**config.mk**
```make
export PLATFORM = sky130hd
export DESIGN_NAME = jtframe_sim_input_seq
export DESIGN_NICKNAME = d
export VERILOG_FILES = /design/src/rtl/jtframe_sim_input_pkg.sv /design/src/rtl/jtframe_sim_input_pattern.sv /design/src/rtl/jtframe_sim_input_seq.sv
export SDC_FILE = /design/constraint.sdc
export NUM_CORES = 1
export LEC_CHECK = 0
export ABC_AREA = 1
export BUFFER_PORTS_ARGS = -buffer_cell sky130_fd_sc_hd__buf_4
export CAP_MARGIN = 25
export CORE_MARGIN = 2
export CORE_UTILIZATION = 50
export DETAILED_ROUTE_END_ITERATION = 10
export PLACE_DENSITY = 0.69
export SLEW_MARGIN = 20
export SYNTH_ARGS = -nofsm -noshare
export SYNTH_HDL_FRONTEND = slang
export SYNTH_SLANG_ARGS = --single-unit
```
**constraint.sdc**
```tcl
create_clock -name clk -period 2.3 [get_ports clk]
set_clock_uncertainty 0.1 [all_clocks]
set_input_delay 0.23 -clock clk [delete_from_list [all_inputs] [get_ports clk]]
set_output_delay 0.23 -clock clk [all_outputs]
set_load 0.02 [all_outputs]
```
**src/rtl/jtframe_sim_input_pkg.sv**
```systemverilog
// Shared constants for the simulation input sequencer: joystick bit map,
// phase patterns and default frame schedule. Revision 1.0
`default_nettype none

package jtframe_sim_input_pkg;

  localparam int JOY_RIGHT = 0;
  localparam int JOY_LEFT  = 1;
  localparam int JOY_DOWN  = 2;
  localparam int JOY_UP    = 3;
  localparam int JOY_B1    = 4;
  localparam int JOY_B2    = 5;
  localparam int JOY_B3    = 6;
  localparam int JOY_W     = 7;

  // Active-high patterns, one per movement phase
  localparam logic [JOY_W-1:0] PHASE_PAT [8] = '{
    7'h01, 7'h02, 7'h04, 7'h08, 7'h11, 7'h12, 7'h20, 7'h00
  };

  localparam int DEF_COIN_FRAME   = 60;
  localparam int DEF_START_FRAME  = 120;
  localparam int DEF_PULSE_FRAMES = 4;
  localparam int DEF_MOVE_START   = 180;
  localparam int DEF_MOVE_PERIOD  = 32;

endpackage

`default_nettype wire

```
**src/rtl/jtframe_sim_input_pattern.sv**
```systemverilog
// Phase to active-high joystick pattern. Autofire on b1 during phases 0-3
// when JTFRAME_SIM_AUTOFIRE_EN is defined. Revision 1.0
`default_nettype none

module jtframe_sim_input_pattern
  import jtframe_sim_input_pkg::*;
(
  input  logic [2:0]       phase,
  input  logic             autofire,
  output logic [JOY_W-1:0] pattern
);

`ifdef JTFRAME_SIM_AUTOFIRE_EN
  always_comb begin
    pattern = PHASE_PAT[phase];
    if (!phase[2]) pattern[JOY_B1] = autofire;
  end
`else
  logic unused_autofire;
  assign unused_autofire = autofire;

  always_comb begin
    pattern = PHASE_PAT[phase];
  end
`endif

endmodule

`default_nettype wire

```
**src/rtl/jtframe_sim_input_seq.sv**
```systemverilog
// Scripted coin/start/joystick-1 generator paced by LVBL falling edges.
// Optional autofire: JTFRAME_SIM_AUTOFIRE_EN. Revision 1.0
`default_nettype none

module jtframe_sim_input_seq
  import jtframe_sim_input_pkg::*;
#(
  parameter int COIN_FRAME   = DEF_COIN_FRAME,
  parameter int START_FRAME  = DEF_START_FRAME,
  parameter int PULSE_FRAMES = DEF_PULSE_FRAMES,
  parameter int MOVE_START   = DEF_MOVE_START,
  parameter int MOVE_PERIOD  = DEF_MOVE_PERIOD
)(
  input  logic             clk,
  input  logic             rst_n,
  input  logic             loop_rst,
  input  logic             LVBL,
  output logic [JOY_W-1:0] game_joystick1,
  output logic             button_1p,
  output logic             coin_left,
  output logic [15:0]      frame_cnt
);

  localparam int PW = $clog2(MOVE_PERIOD);

  logic          lvbl_l;
  logic          frame_ev;
  logic [15:0]   frame_q, frame_d;
  logic [PW-1:0] per_q, per_d;
  logic [2:0]    phase_q, phase_d;
  logic          moving_q, moving_d;
  logic [JOY_W-1:0] pattern;
  logic [JOY_W-1:0] joy_d;
  logic          coin_d, start_d;

  assign frame_ev  = lvbl_l & ~LVBL;
  assign frame_cnt = frame_q;

  always_comb begin
    frame_d  = frame_q;
    per_d    = per_q;
    phase_d  = phase_q;
    moving_d = moving_q;
    if (loop_rst) begin
      frame_d  = '0;
      per_d    = '0;
      phase_d  = '0;
      moving_d = 1'b0;
    end else if (frame_ev) begin
      if (frame_q != 16'hFFFF) frame_d = frame_q + 16'd1;
      if (!moving_q) begin
        // >= rather than == so MOVE_START=0 still engages on the first frame
        if (int'(frame_d) >= MOVE_START) moving_d = 1'b1;
      end else if (per_q == PW'(MOVE_PERIOD - 1)) begin
        per_d   = '0;
        phase_d = phase_q + 3'd1;
      end else begin
        per_d = per_q + PW'(1);
      end
    end
  end

  jtframe_sim_input_pattern u_pattern (
    .phase    (phase_q),
    .autofire (frame_q[1]),
    .pattern  (pattern)
  );

  always_comb begin
    joy_d   = moving_q ? ~pattern : {JOY_W{1'b1}};
    coin_d  = !(int'(frame_q) >= COIN_FRAME  && int'(frame_q) < COIN_FRAME  + PULSE_FRAMES);
    start_d = !(int'(frame_q) >= START_FRAME && int'(frame_q) < START_FRAME + PULSE_FRAMES);
    if (loop_rst) begin
      joy_d   = {JOY_W{1'b1}};
      coin_d  = 1'b1;
      start_d = 1'b1;
    end
  end

  always_ff @(posedge clk or negedge rst_n) begin
    if (!rst_n) begin
      lvbl_l         <= 1'b1;
      frame_q        <= '0;
      per_q          <= '0;
      phase_q        <= '0;
      moving_q       <= 1'b0;
      game_joystick1 <= {JOY_W{1'b1}};
      button_1p      <= 1'b1;
      coin_left      <= 1'b1;
    end else begin
      lvbl_l         <= LVBL;
      frame_q        <= frame_d;
      per_q          <= per_d;
      phase_q        <= phase_d;
      moving_q       <= moving_d;
      game_joystick1 <= joy_d;
      button_1p      <= start_d;
      coin_left      <= coin_d;
    end
  end

endmodule

`default_nettype wire

```
; Word-level counts from Yosys, hierarchy flattened
; Memories as Yosys holds them, arrays and structs flattened.
; Index checks and enable logic that the tools add are counted.
[totals]
output_inout_bits = 25
reg_bits = 35
wordCells = 56
in_bits = 4
rom_bits = 56
memories = 1
[memory_table]
columns = name, words, width, rd, rd_clocked_by_memory_dff, write_ports, line_no
row1 = (name not given), 8, 7, 1, 0, 0, jtframe_sim_input_pattern.sv:23  ; pattern = PHASE_PAT[phase];
[classes]
n_mux = 23
eq_ne = 2
add_sub_neg = 3
magnitude_cmp = 6
bitwise_logic = 4
reduce_logical = 9
[op_table]
columns = cell, n
row1 = 16-bit 2-to-1 mux, 5
row2 = 16-bit by 7-bit < comparator with 1-bit output (second input constant), 2
row3 = 7-bit 2-to-1 mux, 4
row4 = 5-bit 2-to-1 mux, 4
row5 = 16-bit by 1-bit adder with 16-bit output (second input constant), 1
row6 = 16-bit by 6-bit greater-or-equal comparator with 1-bit output (second input constant), 1
row7 = 16-bit by 7-bit greater-or-equal comparator with 1-bit output (second input constant), 1
row8 = 16-bit by 8-bit greater-or-equal comparator with 1-bit output (second input constant), 1
row9 = 16-bit inequality test (second input constant), 1
row10 = 3-bit 2-to-1 mux, 4
row11 = 7-bit NOT, 1
row12 = 1-bit 2-to-1 mux, 6
row13 = 2-bit nonzero test, 3
row14 = 5-bit by 1-bit adder with 5-bit output (second input constant), 1
row15 = 5-bit equality test (second input constant), 1
row16 = 4-bit greater-or-equal comparator (second input constant), 1
row17 = 3-bit NOT with 4-bit output, 1
row18 = 3-bit by 1-bit adder with 3-bit output (second input constant), 1
row19 = 3-bit AND reduction, 1
row20 = 1-bit logical AND, 2
row21 = 1-bit zero test, 2
row22 = 2-bit AND reduction, 1
row23 = 1-bit AND, 1
row24 = 1-bit NOT, 1

; Logic depth before layout (Yosys ltp)
[depth]
ltp_word = 9
depth_mapped = 12

; By module
; Synthesis repeated with hierarchy kept, for this count alone.
[hier_totals]
cells_unflattened = 259
area_unflattened_um2 = 2016.9
[by_module_without_submodules]
columns = module, n_inst, seq_area_each_um2, area_per_inst_um2, cells_each
row1 = jtframe_sim_input_seq, 1, 888.4, 1968.1, 247
row2 = jtframe_sim_input_pattern, 1, 0.0, 48.8, 12

; Worst setup path before layout
; OpenSTA, ideal clock, no wires.
[synth_timing]
path_kind = register to register
startpoint = register frame_q[0] (netlist: frame_cnt[0])
endpoint = register moving_q
path_slack_ns = 0.540
t_required_ns = 2.081
setup_ns = 0.119
period_less_slack_ns = 1.760
arrival_time_ns = 1.541
stages_incl_launch_ff = 11
n_path_buf = 0
cell_sequence = dfrtp_1 > ha_1 > nand3_4 > nor2_2 > nand3_1 > nand2_1 > nand3_1 > nor2_1 > nand2_1 > nand2_1 > nand2_1
[synth_via]
elab_chain_len = 9
[synth_lines]
columns = item, line_no
row1 = from (decl), jtframe_sim_input_seq.sv:28  ; logic [15:0] frame_q, frame_d;
row2 = from (signal assigned), jtframe_sim_input_seq.sv:92  ; frame_q <= frame_d;
row3 = 16-bit by 1-bit adder with 16-bit output or 16-bit inequality test (tied branches), jtframe_sim_input_seq.sv:50  ; if (frame_q != 16'hFFFF) frame_d = frame_q + 16'd1;
row4 = 16-bit 2-to-1 mux (*), jtframe_sim_input_seq.sv:50
row5 = 16-bit 2-to-1 mux (*), jtframe_sim_input_seq.sv:49  ; end else if (frame_ev) begin
row6 = 16-bit 2-to-1 mux (*), jtframe_sim_input_seq.sv:44  ; if (loop_rst) begin
row7 = 16-bit by 8-bit greater-or-equal comparator with 1-bit output (*), jtframe_sim_input_seq.sv:53  ; if (int'(frame_d) >= MOVE_START) moving_d = 1'b1;
row8 = 1-bit 2-to-1 mux (*), jtframe_sim_input_seq.sv:53
row9 = 1-bit 2-to-1 mux (*), jtframe_sim_input_seq.sv:51  ; if (!moving_q) begin
row10 = 1-bit 2-to-1 mux (*), jtframe_sim_input_seq.sv:49
row11 = 1-bit 2-to-1 mux (*), jtframe_sim_input_seq.sv:44
row12 = to (signal assigned), jtframe_sim_input_seq.sv:95  ; moving_q <= moving_d;
row13 = to (decl), jtframe_sim_input_seq.sv:31  ; logic moving_q, moving_d;
; Mark *: on every way between the ends. The rest lies on a longest branch, timed or not. The select of a mux whose other input is x is not followed.
; A chain may end at the register's enable or synchronous reset.

; Final worst setup path
; Same ends and word-level chain as after synthesis.

==> key figures <==
Timing
  • RSZ-0062 raised after global routing: false
  • Endpoints failing setup: 0
  • Tcrit/Tclk final: 83.4%
  • Total Negative Setup Slacks: 0 ns
  • Highest achievable clock rate: 521 MHz
  • Hold violation count in the final report: 0
  • Number of pins with negative max-slew slack in the final report: 0
  • Final worst hold slack: 0.0650 ns
  • Final worst path period need: 1.92 ns

Setup path
  • Most prevalent standard cell on the critical path: sky130_fd_sc_hd__nand2_1
  • Worst endpoint data arrival time: 2.05 ns
  • Crit start category: flip-flop
  • Worst-path fanout max: 11
  • Cell with the largest stage delay on the worst path: sky130_fd_sc_hd__dfrtp_1
  • Delay of the slowest cell on the worst path: 0.44 ns
  • Buffers plus inverters on the worst setup path: 0
  • Path type of the worst setup path: reg -> reg
  • Required time at the endpoint of the critical path: 2.43 ns
  • Worst-case register-to-register setup slack: 0.38 ns
  • Element type at the critical path end: flip-flop
  • CP top delay family: simple AND/OR/NAND/NOR gates
  • Worst path cell trace: ha_1 > nand3_4 > nor2_4 > nand4_2 > nand2_1 > nand3_2 > nand2_1 > a21oi_1 > nand2_1

Yosys
  • Mean area per synthesized cell: 7.95 µm²
  • Synthesized area: 2000 µm²
  • Largest area contributor in the synthesized netlist: sky130_fd_sc_hd__dfrtp_1
  • Number of library cell types mapped by synthesis: 33
  • Net count after synthesis: 265
  • Most common flop cell mapped by yosys: sky130_fd_sc_hd__dfrtp_1
  • Share of synthesized flip-flops with an asynchronous set or reset: 100%
  • Proportion of synthesized chip area in sequential cells: 43.0%
  • EDFF count, synth: 0
  • Cell types occupying the most area after synthesis: sky130_fd_sc_hd__dfrtp_1 (31%), sky130_fd_sc_hd__dfstp_2 (12%), sky130_fd_sc_hd__nand2_1 (9.7%)
  • Gate Count Post-Synth: 252
  • Synthesis Warnings: 0
  • Share of the synthesized area in the top cell type: 31.2%
  • Register bit count reported by yosys: 34

Run status
  • Result of the run: completed

Layout
  • Layout cell share with drive strength beyond 1: 20.8%
  • Final cell count without fillers: 334
  • Synth-to-layout area growth: 19.4%
  • Final #Nets: 296
  • Antenna Diode Count: 0

Floorplan
  • Effective utilization at floorplan: 51.2%
  • Total I/O pin count: 29
  • Die boundary width: 67.3 µm
  • Core region area: 3910 µm²
  • Area of the die: 4530 µm²
  • Std-Cell Rows: 23
  • Chip height: 67.3 µm

Pwr
  • Clock network power share: 48.0%
  • Power share of the combinational group: 7.0%
  • Portion of total power attributed to sequential cells: 45.0%
  • Sw power: 0.312 mW
  • Internal cell power: 1.08 mW
  • Reported leakage power: 1.17 nW
  • Sw frac: 22.4%
  • Power consumption: 1.39 mW
  • Maximum resistive drop on vdd: 387 µV
  • PwrDens: 581 nW/µm²

Clocking
  • Clock Root Buffer: sky130_fd_sc_hd__clkbuf_8
  • Clock transition at path regs: 0.08 ns
  • Clock latency of the later-clocked register in the worst-skew pair: 0.29 ns
  • Clock sink count: 34
  • Setup Buffers After CTS: 0
  • Hold Buf Count CTS: 2
  • Post-cts sizing count: 0
  • Number of buffers added by the clock tree synthesis step: 5
  • TritonCTS clock tree: done
  • H-tree depth reported by CTS: 2
  • Max Buffers Root-to-Sink: 2

Placement
  • Placer congestion estimate: 0.915
  • Detailed placement HPWL: 3250 µm
  • Number of cells in the design after placement: 324
  • Number of buffers added on ports: 27

Global routing
  • Vias in the first global route: 1563
  • Congestion Overflow GR: 0
  • Wire length of the first global-routing pass: 7300 µm
  • Total track usage: 21.5%
  • Initial antenna violation count: 0
  • Pin count of the biggest net entering global routing: 35

Routing
  • Initial detailed-routing violation count: 143
  • Final wirelength: 4310 µm
  • Via count of the routed design: 1752
  • Routed len/inst: 12.9 µm
  • Via-per-instance ratio: 5.25
  • Pre-Repair DR Iteration Count: 4
  • Number of nets with antenna violations after detailed routing: 0
  • Number of remaining DRC errors: 0

Flow run
  • Max-Cap Viols: 0

Min path
  • Class of the tightest hold or removal check: in -> reg
[flip-flops by register name (all words and copies together) (netlist names)]
register	count
per_q	5
moving_q	1
frame_cnt	16
coin_left	1
game_joystick1	6
lvbl_l	1
phase_q	3
button_1p	1
[kinds of logic (layout without fill, tap and decap cells)]
family / Yosys count / in the layout / synth area share, %
adders and majority gates: 9 / 9 / 5.62
and+or+nand+nor: 122 / 122 / 29.0
AOI/OAI and AO/OA: 38 / 38 / 11.0
buffers and inverters: 43 / 75 / 8.99
other: 1 / 1 / 0.187
DFF: 34 / 34 / 43.0
xor gates and xnor gates: 5 / 5 / 2.18
[cell usage in the layout (no fill, tap or decap), drive strengths merged, types with 3 or more instances in the layout]
| cell | netlist | routed |
|---|---|---|
| o22ai | 8 | 8 |
| nand3 | 22 | 22 |
| dfrtp | 25 | 25 |
| a21o | 3 | 3 |
| xor2 | 4 | 4 |
| buf | 4 | 28 |
| a21oi | 9 | 9 |
| nor2 | 27 | 27 |
| nor3 | 6 | 6 |
| inv | 37 | 37 |
| o21ai | 14 | 14 |
| nand2 | 55 | 55 |
| clkbuf | 2 | 5 |
| ha | 9 | 9 |
| dfstp | 9 | 9 |
| nand4 | 10 | 10 |
[path summary, 6_finish.rpt]
check,depth (start not counted),start,end
worst max-delay path,9,frame_cnt[0]$_DFFE_PN0P_,moving_q$_DFFE_PN0P_
worst min-delay path,2,loop_rst,frame_cnt[0]$_DFFE_PN0P_
worst max register to register,9,frame_cnt[0]$_DFFE_PN0P_,moving_q$_DFFE_PN0P_
worst min register to register,1,phase_q[2]$_DFFE_PN0P_,game_joystick1[4]$_DFF_PN1_
max in group asynchronous,2,rst_n,game_joystick1[0]$_DFF_PN1_
min in group asynchronous,2,rst_n,frame_cnt[5]$_DFFE_PN0P_
[Yosys cell counts (2+ instances only)]
master / count
sky130_fd_sc_hd__o22ai_1: 8
sky130_fd_sc_hd__nand2_1: 52
sky130_fd_sc_hd__nand2_2: 2
sky130_fd_sc_hd__clkbuf_1: 2
sky130_fd_sc_hd__ha_1: 9
sky130_fd_sc_hd__nand4_1: 9
sky130_fd_sc_hd__buf_4: 3
sky130_fd_sc_hd__nor2_2: 3
sky130_fd_sc_hd__dfstp_2: 9
sky130_fd_sc_hd__inv_1: 35
sky130_fd_sc_hd__dfrtp_1: 25
sky130_fd_sc_hd__nor3_1: 6
sky130_fd_sc_hd__nand3_1: 19
sky130_fd_sc_hd__inv_2: 2
sky130_fd_sc_hd__o21ai_0: 14
sky130_fd_sc_hd__a21oi_1: 8
sky130_fd_sc_hd__nand3_2: 2
sky130_fd_sc_hd__nor2_1: 23
sky130_fd_sc_hd__a211oi_1: 2
sky130_fd_sc_hd__xor2_1: 4
sky130_fd_sc_hd__a21o_1: 3
[layer usage]
| metal | GRT usage (%) | wire [µm] |
|---|---|---|
| met1 | 30.7 | 2030 |
| met2 | 31.6 | 1910 |
| met3 | 5.33 | 325 |
| met4 | 7.40 | 51 |
| met5 | 0 | 0 |
[power by group through the flow]
stage	clock (mW)	combinational, mW	sequential [mW]
floorplan	0	0.0623	0.635
global route	0.710	0.113	0.628
CTS	0.679	0.0991	0.626
detailed placement	0	0.0963	0.637
global placement	0	0.0950	0.635
finish	0.667	0.0974	0.626
[stage by stage]
step | cell area (µm²) | util (%) | setup slack, ns
floorplan | 2000 | - | 0.540
global placement | 2240 | 57.1 | 0.460
detailed placement | 2240 | 57.1 | 0.403
CTS | 2390 | 61.2 | 0.391
global route | 2390 | 61.2 | 0.193
finish | 2390 | 61.2 | 0.382
[cell type report]
| cell class | instances | area (µm²) |
|---|---|---|
| Clock buffer | 5 | 68.8 |
| Clock inverter | 3 | 68.8 |
| Fill cell | 348 | 1520 |
| Inverter | 37 | 139 |
| Multi-Input combinational cell | 175 | 962 |
| Sequential cell | 34 | 862 |
| Tap cell | 50 | 62.6 |
| Timing Repair Buffer | 30 | 230 |
Power figures use the tool's default switching activity.
